[src/rtl/perf_pkg.sv]
// Shared constants for the pipeline performance-counter bank: event channel indices,
// default sizing and the readout select-width helper.
package perf_pkg;

  // Conventional channel assignment used by the core-side event wiring.
  localparam int unsigned EV_CYCLE  = 0;
  localparam int unsigned EV_STALL  = 1;
  localparam int unsigned EV_FLUSH  = 2;
  localparam int unsigned EV_RETIRE = 3;

  localparam int unsigned NUM_EVENTS_DEFAULT = 4;
  localparam int unsigned CNT_WIDTH_DEFAULT  = 32;

  // A single-channel bank still needs a 1-bit select port.
  function automatic int unsigned sel_width(input int unsigned n);
    return (n > 1) ? $clog2(n) : 1;
  endfunction

endpackage

[src/rtl/perf_counter_cell.sv]
// One event counter: synchronous clear, increment qualifier, wrap or saturate at all-ones,
// and a sticky overflow flag.
module perf_counter_cell
  import perf_pkg::*;
#(
  parameter int unsigned CNT_WIDTH = CNT_WIDTH_DEFAULT,
  parameter int unsigned SATURATE  = 0
) (
  input  logic                 clk_i,
  input  logic                 rst_i,
  input  logic                 inc_i,
  input  logic                 clear_i,
  output logic [CNT_WIDTH-1:0] count_o,
  output logic                 ovf_o
);

  logic [CNT_WIDTH-1:0] cnt_q, cnt_d;
  logic                 ovf_q, ovf_d;

  always_comb begin
    cnt_d = cnt_q;
    ovf_d = ovf_q;
    if (clear_i) begin
      cnt_d = '0;
      ovf_d = 1'b0;
    end else if (inc_i) begin
      if (&cnt_q) begin
        ovf_d = 1'b1;
        cnt_d = (SATURATE != 0) ? cnt_q : '0;
      end else begin
        cnt_d = cnt_q + CNT_WIDTH'(1);
      end
    end
  end

  always_ff @(posedge clk_i or posedge rst_i) begin
    if (rst_i) begin
      cnt_q <= '0;
      ovf_q <= 1'b0;
    end else begin
      cnt_q <= cnt_d;
      ovf_q <= ovf_d;
    end
  end

  assign count_o = cnt_q;
  assign ovf_o   = ovf_q;

endmodule

[src/rtl/perf_event_counters.sv]
// Bank of NUM_EVENTS pipeline event counters with freeze, clear, snapshot bank and
// indexed readout of live and snapshot values.
module perf_event_counters
  import perf_pkg::*;
#(
  parameter int unsigned  NUM_EVENTS = NUM_EVENTS_DEFAULT,
  parameter int unsigned  CNT_WIDTH  = CNT_WIDTH_DEFAULT,
  parameter int unsigned  SATURATE   = 0,
  localparam int unsigned SEL_W      = sel_width(NUM_EVENTS)
) (
  input  logic                  clk_i,
  input  logic                  rst_i,
  input  logic                  start_i,
  input  logic [NUM_EVENTS-1:0] event_i,
  input  logic                  freeze_i,
  input  logic                  clear_i,
  input  logic                  snap_i,
  input  logic [SEL_W-1:0]      sel_i,
  output logic [CNT_WIDTH-1:0]  count_o,
  output logic [CNT_WIDTH-1:0]  snap_o,
  output logic [NUM_EVENTS-1:0] ovf_o,
  output logic                  snap_valid_o
);

  logic [NUM_EVENTS-1:0]                inc;
  logic [NUM_EVENTS-1:0][CNT_WIDTH-1:0] cnt;
  logic [NUM_EVENTS-1:0][CNT_WIDTH-1:0] snap_q, snap_d;
  logic                                 snap_valid_q, snap_valid_d;

  assign inc = {NUM_EVENTS{start_i & ~freeze_i}} & event_i;

  for (genvar k = 0; k < NUM_EVENTS; k++) begin : g_cell
    perf_counter_cell #(
      .CNT_WIDTH(CNT_WIDTH),
      .SATURATE (SATURATE)
    ) u_cell (
      .clk_i  (clk_i),
      .rst_i  (rst_i),
      .inc_i  (inc[k]),
      .clear_i(clear_i),
      .count_o(cnt[k]),
      .ovf_o  (ovf_o[k])
    );
  end

  // Snapshot captures the pre-increment live values; clear wins over capture.
  always_comb begin
    snap_d       = snap_q;
    snap_valid_d = snap_valid_q;
    if (clear_i) begin
      snap_d       = '0;
      snap_valid_d = 1'b0;
    end else if (snap_i) begin
      snap_d       = cnt;
      snap_valid_d = 1'b1;
    end
  end

  always_ff @(posedge clk_i or posedge rst_i) begin
    if (rst_i) begin
      snap_q       <= '0;
      snap_valid_q <= 1'b0;
    end else begin
      snap_q       <= snap_d;
      snap_valid_q <= snap_valid_d;
    end
  end

  // Match-based mux: unused select codes fall through to zero without indexing past the bank.
  always_comb begin
    count_o = '0;
    snap_o  = '0;
    for (int k = 0; k < NUM_EVENTS; k++) begin
      if (sel_i == k[SEL_W-1:0]) begin
        count_o = cnt[k];
        snap_o  = snap_q[k];
      end
    end
  end

  assign snap_valid_o = snap_valid_q;

endmodule

[config.mk]
export PLATFORM = sky130hd
export DESIGN_NAME = perf_event_counters
export DESIGN_NICKNAME = d
export VERILOG_FILES = /design/src/rtl/perf_pkg.sv /design/src/rtl/perf_counter_cell.sv /design/src/rtl/perf_event_counters.sv
export SDC_FILE = /design/constraint.sdc
export NUM_CORES = 1
export LEC_CHECK = 0
export CORE_ASPECT_RATIO = 0.8
export CORE_MARGIN = 2
export CORE_UTILIZATION = 28
export CTS_BUF_LIST = sky130_fd_sc_hd__clkbuf_2
export DETAILED_ROUTE_END_ITERATION = 10
export GPL_TIMING_DRIVEN = 0
export PLACE_DENSITY = 0.4
export SETUP_SLACK_MARGIN = 0.05
export SYNTH_ARGS = -nofsm -noshare
export SYNTH_HDL_FRONTEND = slang
export SYNTH_SLANG_ARGS = --single-unit
export TNS_END_PERCENT = 20
[constraint.sdc]
create_clock -name clk_i -period 29.8 [get_ports clk_i]
set_clock_uncertainty 0.2 [all_clocks]
set_input_delay 7.45 -clock clk_i [delete_from_list [all_inputs] [get_ports clk_i]]
set_output_delay 7.45 -clock clk_i [all_outputs]
set_load 0.005 [all_outputs]
**Word level (Yosys, flattened, before mapping)**

Index checks and enable logic that the tools add are counted.

- Register bits: 261
- Output and inout bits: 69

- Add/subtract/negate cells: 4
- Equality and inequality tests: 3
- Muxes and demuxes: 36
- Bitwise gates (word level): 3
- Reduce and logical (&&, ||, !) cells: 18

Operator list:

| cell | count |
|---|---|
| $mux 32 | 20 |
| $mux 128 | 2 |
| $add 32x1->32 const B | 4 |
| $reduce_and 32->1 | 4 |
| $reduce_bool 2->1 | 9 |
| $mux 1 | 14 |
| $reduce_and 2->1 | 4 |
| $and 4x4->4 | 1 |
| $eq 2x2->1 const B | 2 |
| $eq 2x1->1 const B | 1 |
| $logic_not 2->1 | 1 |
| $and 1x1->1 | 1 |
| $not 1->1 | 1 |

**Logic depth before layout (Yosys ltp)**

Gate-level depths: netlist (run 1).

- Word-level depth: 5
- Mapped depth: 9

**Cells and area by module**

A second synthesis (run 1) with hierarchy kept.

- Cell total of the unflattened synthesis: 1236
- Area, all modules: 14092.3 um2

By module, submodules not included:

| module | times used | cells each | area each (um2) | sequential area each (um2) |
|---|---|---|---|---|
| perf_event_counters | 1 | 500 | 6812.8 | 3228.1 |
| perf_counter_cell at g_cell[0].u_cell ... | 3 | 181 | 1826.8 | 825.8 |
| perf_counter_cell at g_cell[1].u_cell | 1 | 193 | 1799.2 | 825.8 |

**Least setup slack after synthesis (run 1)**

OpenSTA, ideal clock, no wires.

- Kind: input port to output port
- Start: in sel_i[0]
- End: out count_o[11]
- Data arrival time: 8.873 ns
- Required time: 22.150 ns
- Path slack: 13.277 ns
- Stages: 4
- Buffers on the path: 3
- Path through: buf_2 buf_1 clkbuf_1 mux4_2

- Word-level cells in the longest chain between the ends: 5

RTL lines:

| element | RTL line | RTL |
|---|---|---|
| from (decl) | perf_event_counters.sv:18 | `input logic [SEL_W-1:0] sel_i,` |
| $logic_not 2->1 | perf_event_counters.sv:74 | `if (sel_i == k[SEL_W-1:0]) begin` |
| $mux 32 (3 in a row) | perf_event_counters.sv:74 |  |
| $mux 32 (*) | perf_event_counters.sv:74 |  |
| to (decl) | perf_event_counters.sv:19 | `output logic [CNT_WIDTH-1:0] count_o,` |

Mark *: on every way between the ends. The rest lies on a longest branch, timed or not.

**Final worst setup path (run 1)**

- Start: in sel_i[0]
- End: out count_o[3]

Same word-level chain as after synthesis.

==> results of run 1 <==
==> where the power goes <==
group          switching (uW)  leakage [uW]  internal, uW
Clock                     166      0.000498          97.3
Combinational            33.4       0.00274          12.6
Sequential              0.936       0.00364           355
Total                     200       0.00688           464
==> area by class of cell <==
type	count	area, um^2
tap	629	787.0
multi-input combinational	872	6598
sequential	261	6531
clock buffer	110	550.5
buffer	86	384.1
clock inverter	18	70.07
inverter	18	75.07
timing repair buffer	78	810.8
antenna	5	12.51
fill	5002	32290
==> worst max path at each step <==
stage | end | slack [ns] | depth (start not counted)
after floorplan | count_o[11] | 13.28 | 4
after global placement | snap_q[27] | 10.48 | 2
after detailed placement | count_o[3] | 11.65 | 5
after CTS | count_o[3] | 11.65 | 5
after global routing | count_o[3] | 11.55 | 5
final | count_o[3] | 11.75 | 5
==> cell families after synthesis <==
group	count (synthesis)
xor+xnor	113
mux	192
flops	261
fa+ha+maj	4
buf+inv	104
compound gates	51
simple gates	512
==> through the flow <==
stage	std cells	utilization	total power, uW
after floorplan	1237	-	389.7
after global placement	1941	0.3141	409.2
after detailed placement	1944	0.3157	409.8
after CTS	2072	0.3286	677.1
after global routing	2076	0.3288	698.4
final	2077	0.3288	664.9
==> synth_stat cells (2+ instances only) <==
cell | instances | area (um^2)
and3b_1 | 4 | 35.03
mux4_2 | 63 | 1419
nor3_1 | 19 | 95.09
nand4_1 | 39 | 244.0
ha_1 | 4 | 50.05
inv_1 | 18 | 67.56
a21oi_1 | 17 | 85.08
a21o_1 | 2 | 15.01
dfrtp_1 | 261 | 6531
and3_1 | 15 | 93.84
clkbuf_2 | 2 | 10.01
and4_1 | 14 | 122.6
nand2_1 | 51 | 191.4
nor4_1 | 16 | 100.1
xnor2_1 | 57 | 499.2
o31ai_1 | 4 | 30.03
buf_1 | 19 | 71.32
buf_4 | 10 | 75.07
nand3b_1 | 3 | 22.52
or2_2 | 3 | 18.77
buf_2 | 17 | 85.08
or3_1 | 7 | 43.79
o2111ai_1 | 4 | 35.03
mux2i_1 | 128 | 1281
a2111o_1 | 2 | 22.52
xor2_1 | 56 | 490.5
a211oi_1 | 2 | 15.01
nand4_2 | 2 | 25.02
or4_1 | 4 | 30.03
o21ai_0 | 7 | 35.03
nor2_1 | 273 | 1025
nor4_2 | 2 | 25.02
clkbuf_1 | 38 | 142.6
nand3_1 | 46 | 230.2
and2_1 | 5 | 31.28
==> layer usage <==
| layer | vias to the layer above | routed length, um | GRT usage |
|---|---|---|---|
| li1 | 4720 | - | - |
| met1 | 5359 | 24610 | 0.2960 |
| met2 | 254 | 20840 | 0.2859 |
| met3 | 67 | 2194 | 0.03825 |
| met4 | 0 | 867 | 0.04619 |
| met5 | - | 0 | 0 |
==> sequential cells by signal (all words and copies together), names as in the netlist <==
| register | count |
|---|---|
| snap_valid_o | 1 |
| snap_q | 128 |
| g_cell.u_cell.ovf_o | 4 |
| g_cell.u_cell.count_o | 128 |
==> worst register-to-register path, stage by stage, from the launching register on <==
cell,delay [ns]
dfrtp_1,0.49
and4_1,0.22
clkbuf_1,0.41
nand4_1,0.19
nor4_1,1.01
or2_2,0.28
buf_4,0.21
buf_4,0.24
nor2_1,0.07
==> flow_summary.ini, run 1 <==
[detailed_routing]
drc_errors = 0
antenna_left = 0
wirelength_um = 48510
dr.pass1.iters = 5
post_drt_via_cell_ratio = 5.007
vias = 10400
detail_route.wl_per_cell_um = 23.36
first_iter_violations = 680

[yosys]
synth-compound-area-share = 0.02784
synthesis.nets = 1253
synth_top_family_by_area = multiplexers
ys_seq_elements = 261
synth_area_mm2 = 0.01357
synth_ff_type = dfrtp_1
synthArstFlopShare = 1.000
synth_edf_count = 0
synth_cell_type_count = 58
postSynthAreaPerCell_um2 = 10.97
synthMuxAreaShare = 0.2009
synth.yosys.warnings = 0
synth_cells = 1237
synth-simple-area-share = 0.1801
seq_area_frac_synth = 0.4813
yosys.area_share.adder = 0.003688
yosys.area_share.xor_xnor = 0.07293

[cts]
cts_resized = 0
cts-buffers-inserted = 73
cts.sinks = 261
cts_setup_buffers = 0
hold_buffers = 0
insertion_delay_ns = 0.98
htreeDepth = 3
ctsRootBufferMaster = clkbuf_2
cts_buffer_depth = 3
cts_tree = done
path_clk_slew_ns = 0.10

[layout]
layout_commonest_cell = nor2_1
nets = 1406
layout_common_cells = nor2_1 (273), dfrtp_1 (261), mux2i_1 (128), clkbuf_2 (112), clkdlybuf4s50_1 (75)
fin_area_mm2 = 0.01582
area_growth_pct = 16.57
drive_gt1_frac = 0.1608

[global_routing]
grt_overflow = 0
grt_pass1_wl_um = 72110
grt_max_degree = 102
grt_usage = 0.1957
antenna_found_initial = 2
grt_pass1_vias = 10510

[setup_path]
worstSetupStartpoint = sel_i[0]
crit_chain = buf_2 > buf_1 > clkbuf_1 > mux4_1 > clkdlybuf4s50_1
cp.required_ns = 22.15
start_kind = primary input
cp_top_family = buffers and inverters
crit_path_top_delay_cell = buf_1
crit_type = primary input to output port
rr_worst_depth = 8
arrival_ns = 10.40
critical_path_buf_inv_count = 4
r2r-start = g_cell[0].u_cell.count_o[19]
endpoint_kind = output port
r2r_slack_ns = 26.33
cp_max_fo = 10
r2r-end = g_cell[0].u_cell.count_o[10]
slowest_delay_ns = 0.93

[place]
finalWeightedCongestion = 0.7966
port_buffers = 75
dp_hpwl_um = 34440
placed_cell_area_mm2 = 0.01519
place_ws_ns = 11.65

[timing]
fin_ws_ns = 11.75
holdWs_ns = 0.3099
relSlewSlack = 0.1344
fin_crit_ns = 18.05
hold_viol = 0
setup_viol = 0
rsz0062_at_grt = no
fmax_ghz = 0.05541
tns_ns = 0
tightest_slew_ns = 1.287
finalMaxSlewViolations = 0
fin_crit_sh = 0.6056

[floorplanning]
initial_core_util = 0.2821
fp.dieW_um = 250.1
fp-row-count = 72
die_area_mm2 = 0.05025
core-area_mm2 = 0.04811
ios = 81
die_y_um = 200.9

[power_and_ir_drop]
p_leak_uw = 0.006882
power_density_mw_per_mm2 = 42.03
peakVddDrop_v = 0.00001630

[flow_run]
drv_cap = 0

[min_path]
min_to = snap_valid_o
worstHoldPathType = flop to flop
holdPathStages = 2
min_from = snap_valid_o

[outcome]
status = completed
(Power assumes the default switching activity.)
==> inputs of run 2 (changes only) <==
==> constraint.sdc (replaced) <==
create_clock -name clk_i -period 17.55 [get_ports clk_i]
set_clock_uncertainty 0.2 [all_clocks]
set_input_delay 4.3875 -clock clk_i [delete_from_list [all_inputs] [get_ports clk_i]]
set_output_delay 4.3875 -clock clk_i [all_outputs]
set_load 0.005 [all_outputs]
==> results of run 2 <==
The final DEF is identical to that of run 1. Status: completed.
Among the figures that moved: setup slack after placement 11.65 ns -> 5.522 ns; setup slack after layout 11.75 ns -> 5.629 ns; register-to-register setup slack 26.33 ns -> 14.08 ns; total power 664.9 uW -> 1129 uW; worst IR drop on VDD 0.00001630 V -> 0.00002768 V
==> inputs of run 3 (changes only) <==
==> constraint.sdc (replaced) <==
create_clock -name clk_i -period 12.5 [get_ports clk_i]
set_clock_uncertainty 0.2 [all_clocks]
set_input_delay 3.125 -clock clk_i [delete_from_list [all_inputs] [get_ports clk_i]]
set_output_delay 3.125 -clock clk_i [all_outputs]
set_load 0.005 [all_outputs]
==> results of run 3 <==
The final DEF is identical to that of run 1. Status: completed.
Among the figures that moved: setup slack after placement 11.65 ns -> 2.997 ns; setup slack after layout 11.75 ns -> 3.104 ns; register-to-register setup slack 26.33 ns -> 9.03 ns; total power 664.9 uW -> 1585 uW; worst IR drop on VDD 0.00001630 V -> 0.00003886 V
